$ cat config.mk
export PLATFORM = sky130hd
export DESIGN_NAME = boot_loader
export DESIGN_NICKNAME = d
export VERILOG_FILES = /design/src/rtl/hmc_boot_pkg.sv /design/src/rtl/boot_loader.sv
export SDC_FILE = /design/constraint.sdc
export NUM_CORES = 1
export LEC_CHECK = 0
export ABC_AREA = 1
export CORE_MARGIN = 10
export CORE_UTILIZATION = 40
export CTS_BUF_LIST = sky130_fd_sc_hd__clkbuf_4
export CTS_CLUSTER_DIAMETER = 150
export DETAILED_ROUTE_END_ITERATION = 8
export GPL_TIMING_DRIVEN = 0
export PLACE_DENSITY_LB_ADDON = 0.25
export REMOVE_ABC_BUFFERS = 1
export SYNTH_ARGS = -nofsm -noshare
export SYNTH_HDL_FRONTEND = slang
export SYNTH_SLANG_ARGS = --single-unit
$ cat constraint.sdc
create_clock -name ph1 -period 2.1 [get_ports ph1]
set_clock_uncertainty 0.2 [all_clocks]
set_input_delay 0.42 -clock ph1 [delete_from_list [all_inputs] [get_ports ph1]]
set_output_delay 0.42 -clock ph1 [all_outputs]
set_load 0.1 [all_outputs]
$ cat src/rtl/hmc_boot_pkg.sv
// hmc_boot_pkg: shared loader state encoding and default image placement.
package hmc_boot_pkg;

    typedef enum logic [1:0] {
        ST_LOAD  = 2'd0,
        ST_CHECK = 2'd1,
        ST_RUN   = 2'd2,
        ST_ERROR = 2'd3
    } state_t;

    localparam logic [15:0] DEF_BASE_ADDR = 16'hFF00;
    localparam int          DEF_IMAGE_LEN = 256;

endpackage

$ cat src/rtl/boot_loader.sv
// boot_loader: streams an image into memory, verifies its checksum and releases the CPU.
module boot_loader
    import hmc_boot_pkg::*;
#(
    parameter logic [15:0] BASE_ADDR = DEF_BASE_ADDR,
    parameter int          IMAGE_LEN = DEF_IMAGE_LEN
) (
    input  logic        ph1,
    input  logic        reset,
    input  logic        in_valid,
    input  logic [7:0]  in_data,
    output logic        in_ready,
    output logic [15:0] mem_address,
    output logic [7:0]  mem_data,
    output logic        mem_write_en,
    output logic        cpu_reset,
    output logic        load_done,
    output logic        load_error
);

    localparam logic [16:0] LAST_IDX = 17'(IMAGE_LEN - 1);

    state_t      r_state;
    state_t      w_next;
    logic [16:0] r_count;
    logic [7:0]  r_sum;
    logic        w_take;
    logic        w_write;
    logic        w_sum_ok;

    always_comb begin
        in_ready   = (r_state == ST_LOAD) || (r_state == ST_CHECK);
        cpu_reset  = r_state != ST_RUN;
        load_done  = r_state == ST_RUN;
        load_error = r_state == ST_ERROR;
        w_take     = in_valid && in_ready;
        w_write    = w_take && (r_state == ST_LOAD);
        w_sum_ok   = 8'(r_sum + in_data) == 8'h00;
        w_next     = r_state;
        if (w_write && r_count == LAST_IDX)
            w_next = ST_CHECK;
        else if (w_take && r_state == ST_CHECK)
            w_next = w_sum_ok ? ST_RUN : ST_ERROR;
    end

    // Address is taken from the pre-increment count, so the 16-bit add wraps naturally.
    always_ff @(posedge ph1) begin
        if (reset) begin
            r_state      <= ST_LOAD;
            r_count      <= '0;
            r_sum        <= '0;
            mem_write_en <= 1'b0;
            mem_address  <= BASE_ADDR;
            mem_data     <= '0;
        end else begin
            r_state      <= w_next;
            mem_write_en <= w_write;
            if (w_write) begin
                r_count     <= r_count + 17'd1;
                r_sum       <= r_sum + in_data;
                mem_address <= BASE_ADDR + r_count[15:0];
                mem_data    <= in_data;
            end
        end
    end

endmodule

==> results of run 1 <==
-- final cells by class --
cell class / instances / area [sq um] / area share, %
Clock buffer: 5 / 37.54 / 1.173
Timing Repair Buffer: 40 / 412.9 / 12.90
Multi-Input combinational cell: 246 / 1350 / 42.18
Timing Repair inverter: 2 / 16.27 / 0.5082
Sequential cell: 52 / 1042 / 32.56
Tap cell: 77 / 96.34 / 3.010
Inverter: 51 / 207.7 / 6.489
Clock inverter: 3 / 37.54 / 1.173
-- cell usage in the layout, fill, tap and decap left out, types with 2 or more instances in the layout --
cell type        instances
nand2_1                 55
nor2_1                  51
dfxtp_1                 51
inv_1                   44
o21ai_0                 35
a21oi_1                 30
clkdlybuf4s15_2         26
nand3_1                 20
ha_1                     9
nor3_1                   7
clkbuf_4                 7
clkdlybuf4s50_1          7
inv_2                    5
nor2_2                   4
xnor2_1                  3
nand3_2                  3
clkinvlp_4               2
o21a_1                   2
o211ai_1                 2
xor2_1                   2
a211oi_1                 2
nor2_4                   2
nor3_2                   2
a31oi_1                  2
o21ai_1                  2
nand4_1                  2
ha_4                     2
clkinv_1                 2
dlygate4sd2_1            2
buf_2                    2
-- per-stage QoR --
step	instance area [sq um]	power (mW)	setup TNS, ps
2_1_floorplan	2529	1.471	-2356
3_5_place_dp	3015	1.603	-36220
5_1_grt	3201	2.271	-84.53
6_report	3201	2.159	0
3_3_place_gp	3015	1.596	-35630
4_1_cts	3157	2.172	0
-- timing repair --
action / CTS / global route
setup buffers: 1 / 0
gates resized for setup: 107 / 13
setup endpoints to repair: 74 / 5
pin swaps: 2 / 6
hold endpoints to repair: 0 / 0
gates cloned: 2 / 0
-- cells by family after synthesis --
family	share of synthesized area [%]
and+or+nand+nor	26.98
AOI/OAI and AO/OA	15.43
buffers and inverters	9.413
DFF	40.37
adders and majority gates	6.113
xor gates and xnor gates	1.699
-- per-layer routing --
| layer | part of all wire, % | vias up | global-route usage (%) |
|---|---|---|---|
| li1 | - | 1246 | - |
| met5 | 0 | - | 0 |
| met4 | 1.3 | 0 | 3.370 |
| met2 | 48 | 25 | 22.11 |
| met3 | 4.1 | 8 | 3.022 |
| met1 | 46 | 1074 | 13.24 |
-- power breakdown --
group          switching (mW)  internal [mW]  leakage [nW]
registers              0.0274           1.03         0.427
logic                   0.384          0.150         0.915
clock network           0.320          0.244        0.0403
total                   0.731           1.43          1.38
-- worst max-delay path: cells and delay by family --
kind                   cells  cell delay [ps]
AOI/OAI and AO/OA          2              210
buffers and inverters      2              800
and+or+nand+nor            5              660
-- worst min path at each step --
| stage | end | startpoint | cells past startpoint |
|---|---|---|---|
| 6_report | mem_data[1] | in_data[1] | 3 |
| 5_1_grt | mem_data[1] | in_data[1] | 3 |
| 4_1_cts | mem_data[1] | in_data[1] | 3 |
| 3_5_place_dp | mem_address[0] | mem_address[0] | 2 |
| 3_3_place_gp | mem_address[0] | mem_address[0] | 2 |
| 2_1_floorplan | r_sum[2] | r_sum[2] | 2 |
-- registers in the layout, indices dropped and copies added (netlist names) --
name	flops
mem_address	16
mem_data	8
mem_write_en	1
r_count	17
r_state	2
r_sum	8
==> impl_results.md, run 1 <==
* Status: finished clean
* Avg Cell Area, Syn at slightly above 7 sq um
* Vias in the first global route at 2,349
* Setup WS pre-CTS at -946.8 ps
* Period utilization at 95.98%
* Final ANT Viol Nets at 0
* ANT cells at 0
* Via count at 2,353
* Die Y at 100.3 um
* Hold_ws at around 270 ps
* Synth cell types at 32
* R2R Path End: r_state[0]
* Final wirelength at 5852 um
* H-tree lvl count at 2
* Gpl congestion at 0.8117
* Starting density of the core at 40.84%
* Hold Crit Class: in -> reg
* Global-route wire length before repair at 10,210 um
* Core Area at 6314 sq um
* Pleak at 1.383 nW
* Cells after synthesis at approximately 360
* Register bit total from synthesis at 52
* # fillers at 665
* Layout Cells excl Fill at 476
* Yosys top cell area share at 40.37%
* Final core area utilization at 50.69%
* Vias per Instance at 4.943
* Max clock buf depth at 2
* Critical Path AT at about 2100 ps
* Final Max Slew Viols at 0
* Final #Nets at 421
* Io pins at 40
* Max Cap Viol at 0
* Crit-path slowest cell: clkdlybuf4s50_1
* Crit path largest cell delay at 630 ps
* GR Overflow Total at 0
* Top cells by count, synth: 55 x nand2_1, 53 x nor2_1, 52 x dfxtp_1, 48 x inv_1, 35 x o21ai_0
* Power density cells at 674.5 nW/um^2
* Dpl cells at between 400 and 500
* CTS tree: done
* Worst setup path startpoint: in_valid
* # hold bufs at CTS at 0
* Seq/Total Area, Yosys at 40.37%
* Kind of critical path: in -> reg
* Slew @ Worst Pin at 631.4 ps
* DRC Markers at 0
* Period minus WS final at 2016 ps
* R2R Setup Slk at 90 ps
* Reg clk slew, reported paths at 150 ps
* CP dominant cell by count: nor2_4
* CTS buffer count at 5
* R2r worst-path depth at 12
* F_max at 496.1 MHz
* Largest net degree at the start of global routing at 37
* I/O Buffers at 39
* Avg WL per Cell at 12.29 um
* Die Wd at 100.3 um
* EDFF count, synth at 0
* Synth area leaders: dfxtp_1 40%, nand2_1 8.0%, nor2_1 7.7%, inv_1 7.0%, o21ai_0 6.8%
* Slew HR at 57.91%
* Clock root cell: clkbuf_4
* PnR worst setup slack at roughly 84 ps
* Startpoint Class: primary input
* Netlist Area Pre-Place at ~2600 sq um
* Worst-skew pair later-pin latency at 370 ps
* Crit path capture: r_count[11]
* Final Hold Fails at 0
* Share of cells above drive strength 1 at 16.79%
* Most common cell in the synthesized netlist: nand2_1
* Post-DP HPWL at 3899 um
* Critical Path Fanout Max at 36
* CP Cell Sequence: clkdlybuf4s50_1 -> nand2_8 -> clkinv_8 -> nand3_4 -> nor2_4 -> nand2_4 -> nor2_4 -> a21oi_1 -> o21a_1
* Clock sinks at 52
* Ys Warns at 0
* DR pass1 iterations at 4
* Post-synth ARST share at 0%
* Setup Viol. Count Final at 0
* Initial antenna violation count at 0
* Max VDD drop at ~330 uV
* RSZ-0062 raised after global routing: yes
* Die area at 10,060 sq um
* RR Startpoint: r_sum[0]
* Synth-to-Final Area Change at 24.11%
* Post-synth top area cell: dfxtp_1
* DR iter-0 viols at 67
* GRT Util Overall at 12.02%
* Worst endpoint required time at approximately 2200 ps
* Endpoint class of the critical path: register
* Rows at 29
* Ys flop type: dfxtp_1
Note: power is estimated with default switching activity, not from simulation.
==> run 2, diff against run 1 <==
--- a/config.mk
+++ b/config.mk
@@ -12,7 +12,6 @@
 export CTS_CLUSTER_DIAMETER = 150
 export DETAILED_ROUTE_END_ITERATION = 8
 export GPL_TIMING_DRIVEN = 0
-export PLACE_DENSITY_LB_ADDON = 0.25
 export REMOVE_ABC_BUFFERS = 1
 export SYNTH_ARGS = -nofsm -noshare
 export SYNTH_HDL_FRONTEND = slang
==> impl_results.md, run 2 (synthesis gave the netlist of run 1 again) <==
* Status: finished clean
* Max reg flops at 17
* GRT Util Overall at about an eighth
* Vias per Instance at roughly 4.9
* R2R Path End: r_state[0]
* Max Cap Viol at 0
* Setup Viol. Count Final at 0
* Seq pwr share at 48.8%
* CTS tree: done
* Hold Path End: mem_data[1]
* Worst endpoint required time at 1480 ps
* GR Overflow Total at 0
* ANT cells at 0
* R2r worst-path depth at 12
* Logic pwr share at 24.2%
* Worst-skew pair later-pin latency at between 300 and 400 ps
* Clock sinks at 52
* Biggest register: r_count
* Io pins at 40
* Crit path largest cell delay at 570 ps
* Final core area utilization at 50.42%
* Initial antenna violation count at 0
* H-tree lvl count at 2
* Worst setup path startpoint: r_state[1]
* Critical Path AT at 1400 ps
* Period utilization at between 90% and 100%
* Die Y at 100.3 um
* CTS buffer count at 5
* Clock share of power at 27.0%
* Final #Nets at between 400 and 500
* Net Sw Frac at 33.61%
* Final ANT Viol Nets at 0
* DRC Markers at 0
* Hold Crit Start: in_data[1]
* Pleak at 1.390 nW
* Crit. path cell count at 2
* Rows at 29
* Post-DP HPWL at between 3000 and 4000 um
* Synth-to-Final Area Change at 23.44%
* Core Area at 6314 sq um
* Commonest cells after routing, fill and taps aside: 54 x nand2_1, 53 x nor2_1, 51 x dfxtp_1
* Psw at 730.0 uW
* DR pass1 iterations at 4
* Clock root cell: clkbuf_4
* Power density cells at roughly 700 nW/um^2
* Hold_ws at around 270 ps
* Crit-path slowest cell: clkdlybuf4s15_2
* Period minus WS final at 2024 ps
* Delay-heaviest family, CP: buffers and inverters
* Starting density of the core at between 40% and 50%
* Placed Area at 3015 sq um
* Avg WL per Cell at 12.54 um
* Endpoint class of the critical path: output pin
* Hold Crit Depth at 3
* R2R Setup Slk at about 100 ps
* Final wirelength at 5968 um
* DR iter-0 viols at 64
* I/O Buffers at 39
* Via count at roughly 2,300
* Internal power at 1.442 mW
* Die Wd at 100.3 um
* Worst path bufs/invs at 2
* RR Startpoint: r_sum[0]
* Max VDD drop at 315.1 uV
* Die area at 10,060 sq um
* Kind of critical path: reg -> out
* F_max at roughly 490 MHz
* Max clock buf depth at 2
* Fin area at 3183 sq um
* # hold bufs at CTS at 0
* Final Max Slew Viols at 0
* Startpoint Class: register
* Commonest non-fill, non-tap cell in the layout: nand2_1
* Final Hold Fails at 0
* Global-route wire length before repair at 10,270 um
* Power Total at 2.172 mW
* Critical Path Fanout Max at 4
* RSZ-0062 raised after global routing: yes
* Top Registers: r_count (17), mem_address (16)
* CP Cell Sequence: inv_1 -> clkdlybuf4s15_2
* Reg clk slew, reported paths at 150 ps
* Largest net degree at the start of global routing at 37
* Gpl congestion at 0.8116
* Slew @ Worst Pin at 650.2 ps
* Hold Crit Class: in -> reg
* Share of cells above drive strength 1 at between 15 and 20%
* Vias in the first global route at about 2,200
* Slew HR at 56.65%
* # fillers at approximately 660
==> run 2: cell type report <==
cell class	instances	area, sq um	area share, %
Inverter	51	207.7	6.525
Timing Repair inverter	2	16.27	0.5110
Multi-Input combinational cell	246	1324	41.59
Sequential cell	52	1042	32.74
Timing Repair Buffer	40	416.7	13.09
Tap cell	77	96.34	3.027
Clock buffer	6	45.04	1.415
Clock inverter	2	35.03	1.101
==> run 2: stage by stage <==
step	worst slack, ps	setup TNS (ps)	cells
after detailed placement	-952.9	-37840	465
final	76.03	0	476
after global placement	-944.4	-37030	465
after floorplan	-1641	-2356	349
after global routing	-49.16	-66.94	476
after CTS	46.58	0	476
==> run 2: how the worst max path moves through the flow <==
stage             endpoint  slack [ps]
6_report          in_ready          80
5_1_grt         r_state[0]         -50
4_1_cts          load_done          50
3_5_place_dp   r_count[11]        -950
3_3_place_gp   r_count[11]        -940
2_1_floorplan    cpu_reset       -1640
==> run 2: metal layers <==
metal | wire length (um) | track usage (%) | part of all wire (%)
met1 | 2778 | 14.21 | 47
met2 | 2828 | 21.36 | 47
met5 | 0 | 0 | 0
met4 | 53 | 2.935 | 0.89
met3 | 307 | 3.777 | 5.1
==> run 2: worst register-to-register path: cells and delay by family, from the launching register on <==
family          cells  cell delay, ps
simple gates        7             550
buf+inv             2              80
flops               1             380
compound gates      1              50
fa+ha+maj           2             620
==> run 2: repair_timing <==
| item | CTS | global route |
|---|---|---|
| pin swaps | 3 | 3 |
| setup endpoints to repair | 74 | 6 |
| gates cloned | 2 | 0 |
| setup buffers | 1 | 0 |
| gates resized for setup | 105 | 6 |
==> run 2: power groups by stage <==
stage | registers (mW) | clock network (mW) | logic [mW]
5_1_grt | 1.07 | 0.642 | 0.582
3_3_place_gp | 1.08 | 0 | 0.518
2_1_floorplan | 1.27 | 0 | 0.199
4_1_cts | 1.06 | 0.608 | 0.527
6_report | 1.06 | 0.586 | 0.526
3_5_place_dp | 1.08 | 0 | 0.523
==> run 3, diff against run 2 <==
--- a/config.mk
+++ b/config.mk
@@ -8,7 +8,6 @@
 export ABC_AREA = 1
 export CORE_MARGIN = 10
 export CORE_UTILIZATION = 40
-export CTS_BUF_LIST = sky130_fd_sc_hd__clkbuf_4
 export CTS_CLUSTER_DIAMETER = 150
 export DETAILED_ROUTE_END_ITERATION = 8
 export GPL_TIMING_DRIVEN = 0
==> impl_results.md, run 3 (synthesis gave the netlist of run 1 again) <==
* Hold Crit Class: in -> reg
* Worst-skew pair later-pin latency at 310 ps
* I/O Buffers at 39
* Max VDD drop at around 320 uV
* Setup WS pre-CTS at -952.9 ps
* Final #Nets at 422
* Biggest register: r_count
* Reg clk slew, reported paths at 100 ps
* Top Registers: r_count (17), mem_address (16)
* DR pass1 iterations at 4
* Initial antenna violation count at 0
* Period minus WS final at a little over 2000 ps
* Max reg flops at 17
* Final Hold Fails at 0
* Max clock buf depth at 2
* Vias per Instance at 4.941
* Delay-heaviest family, CP: buffers and inverters
* ANT cells at 0
* Post-DP HPWL at 3969 um
* Layout Cells excl Fill at 477
* Synth-to-Final Area Change at 25.23%
* Pleak at 1.422 nW
* # fillers at approximately 660
* Slew @ Worst Pin at 657.3 ps
* Via count at 2,357
* RR Startpoint: r_state[0]
* Setup Viol. Count Final at 0
* Reg area at 1042 sq um
* Gpl congestion at around 0.8
* R2R Path End: r_count[11]
* Final Max Slew Viols at 0
* Slew HR at 56.18%
* Crit path largest cell delay at 530 ps
* Final ANT Viol Nets at 0
* Max Cap Viol at 0
* Starting density of the core at 40.84%
* Die Y at between 100 and 150 um
* GRT Util Overall at about an eighth
* Worst path bufs/invs at 2
* R2R Setup Slk at 80 ps
* Hold Crit Start: in_data[3]
* Final core area utilization at 51.15%
* CTS tree: done
* Vias in the first global route at 2,207
* Status: finished clean
* CTS buffer count at 5
* Power density cells at 707.8 nW/um^2
* Rows at 29
* Clock sinks at 52
* # hold bufs at CTS at 0
* GR Overflow Total at 0
* Period utilization at approximately 97%
* RSZ-0062 raised after global routing: yes
* Worst endpoint required time at 1480 ps
* Power Total at about 2.3 mW
* Critical Path AT at about 1400 ps
* Core Area at 6314 sq um
* Endpoint class of the critical path: output pin
* Die area at 10,060 sq um
* Share of cells above drive strength 1 at around 16%
* Clock root cell: clkbuf_8
* Io pins at 40
* Global-route wire length before repair at 10,150 um
* Dpl cells at 465
* Final TNS setup at 0 ps
* DRC Markers at 0
* Hold Path End: mem_data[3]
* Die Wd at 100.3 um
* Kind of critical path: reg -> out
* Startpoint Class: register
* Area of the multi-input gates at about 1300 sq um
* Critical Path Fanout Max at 5
* Commonest non-fill, non-tap cell in the layout: nand2_1
* Commonest cells after routing, fill and taps aside: 54 x nand2_1, 53 x nor2_1, 51 x dfxtp_1
* PnR worst setup slack at 67.24 ps
* DR iter-0 viols at 46
* Avg WL per Cell at 12.93 um
* Hold Crit Depth at 3
* R2r worst-path depth at 9
* CP Cell Sequence: nand2_1 -> inv_1 -> clkdlybuf4s18_2
* Largest net degree at the start of global routing at 37
* Crit-path slowest cell: clkdlybuf4s18_2
* H-tree lvl count at 2
* F_max at 491.9 MHz
* Final wirelength at 6169 um
-- run 3: cell types whose count changed in the layout (fill, tap and decap cells not counted), moves of 2 or more --
cell	before	now
clkbuf_4	7	0
clkbuf_8	0	5
clkbuf_2	0	2
clkdlybuf4s15_2	27	25
clkdlybuf4s50_1	7	5
dlymetal6s2s_1	0	2
-- run 3: stage by stage --
step | cell area, sq um | hold slack, ps
3_5_place_dp | 3015 | 260.9
6_report | 3229 | 269.9
2_1_floorplan | 2529 | 243.0
5_1_grt | 3229 | 280.4
4_1_cts | 3209 | 280.0
3_3_place_gp | 3015 | 255.5
-- run 3: timing repair --
item | 4_1_cts | 5_1_grt
pin swaps | 3 | 4
buffers inserted | 1 | 0
cloned | 2 | 1
endpoints found under the setup margin | 74 | 10
gates resized for setup | 99 | 13
-- run 3: area by class of cell --
cell class / instances / area share (%)
multi-input cells: 247 / 41.73
inverters: 51 / 6.432
flip-flops and latches: 52 / 32.27
clock buffers: 6 / 2.247
clock inverters: 2 / 1.085
well taps: 77 / 2.983
repair inverters: 2 / 0.5037
repair buffers: 40 / 12.75
-- run 3: how the worst max path moves through the flow --
stage / end / start / cells past startpoint / slack (ps)
CTS: mem_data[3] / mem_data[3] / 1 / 1
floorplan: cpu_reset / r_state[1] / 3 / -1640
global placement: r_count[11] / in_valid / 9 / -940
global route: r_state[0] / r_sum[0] / 12 / -60
finish: load_error / r_state[0] / 3 / 70
detailed placement: r_count[11] / in_valid / 9 / -950
-- run 3: layer usage --
| metal | track usage (%) | share of wire (%) | wire, um | up-vias |
|---|---|---|---|---|
| met5 | 0 | 0 | 0 | - |
| met2 | 20.97 | 47 | 2916 | 36 |
| met4 | 3.696 | 1.2 | 73 | 0 |
| met1 | 14.05 | 46 | 2853 | 1073 |
| met3 | 4.190 | 5.3 | 326 | 6 |
| li1 | - | - | - | 1242 |
-- run 3: power by group --
group          internal (mW)  switching (mW)  total (mW)
Combinational          0.146           0.385       0.531
Clock                  0.354           0.340       0.695
Sequential              1.03          0.0272        1.06
Total                   1.53           0.753        2.29
-- run 3: tightest hold or removal path: stages --
cell and delay, ps:
dlymetal6s2s_1 150, o21ai_0 100, nor2_1 80
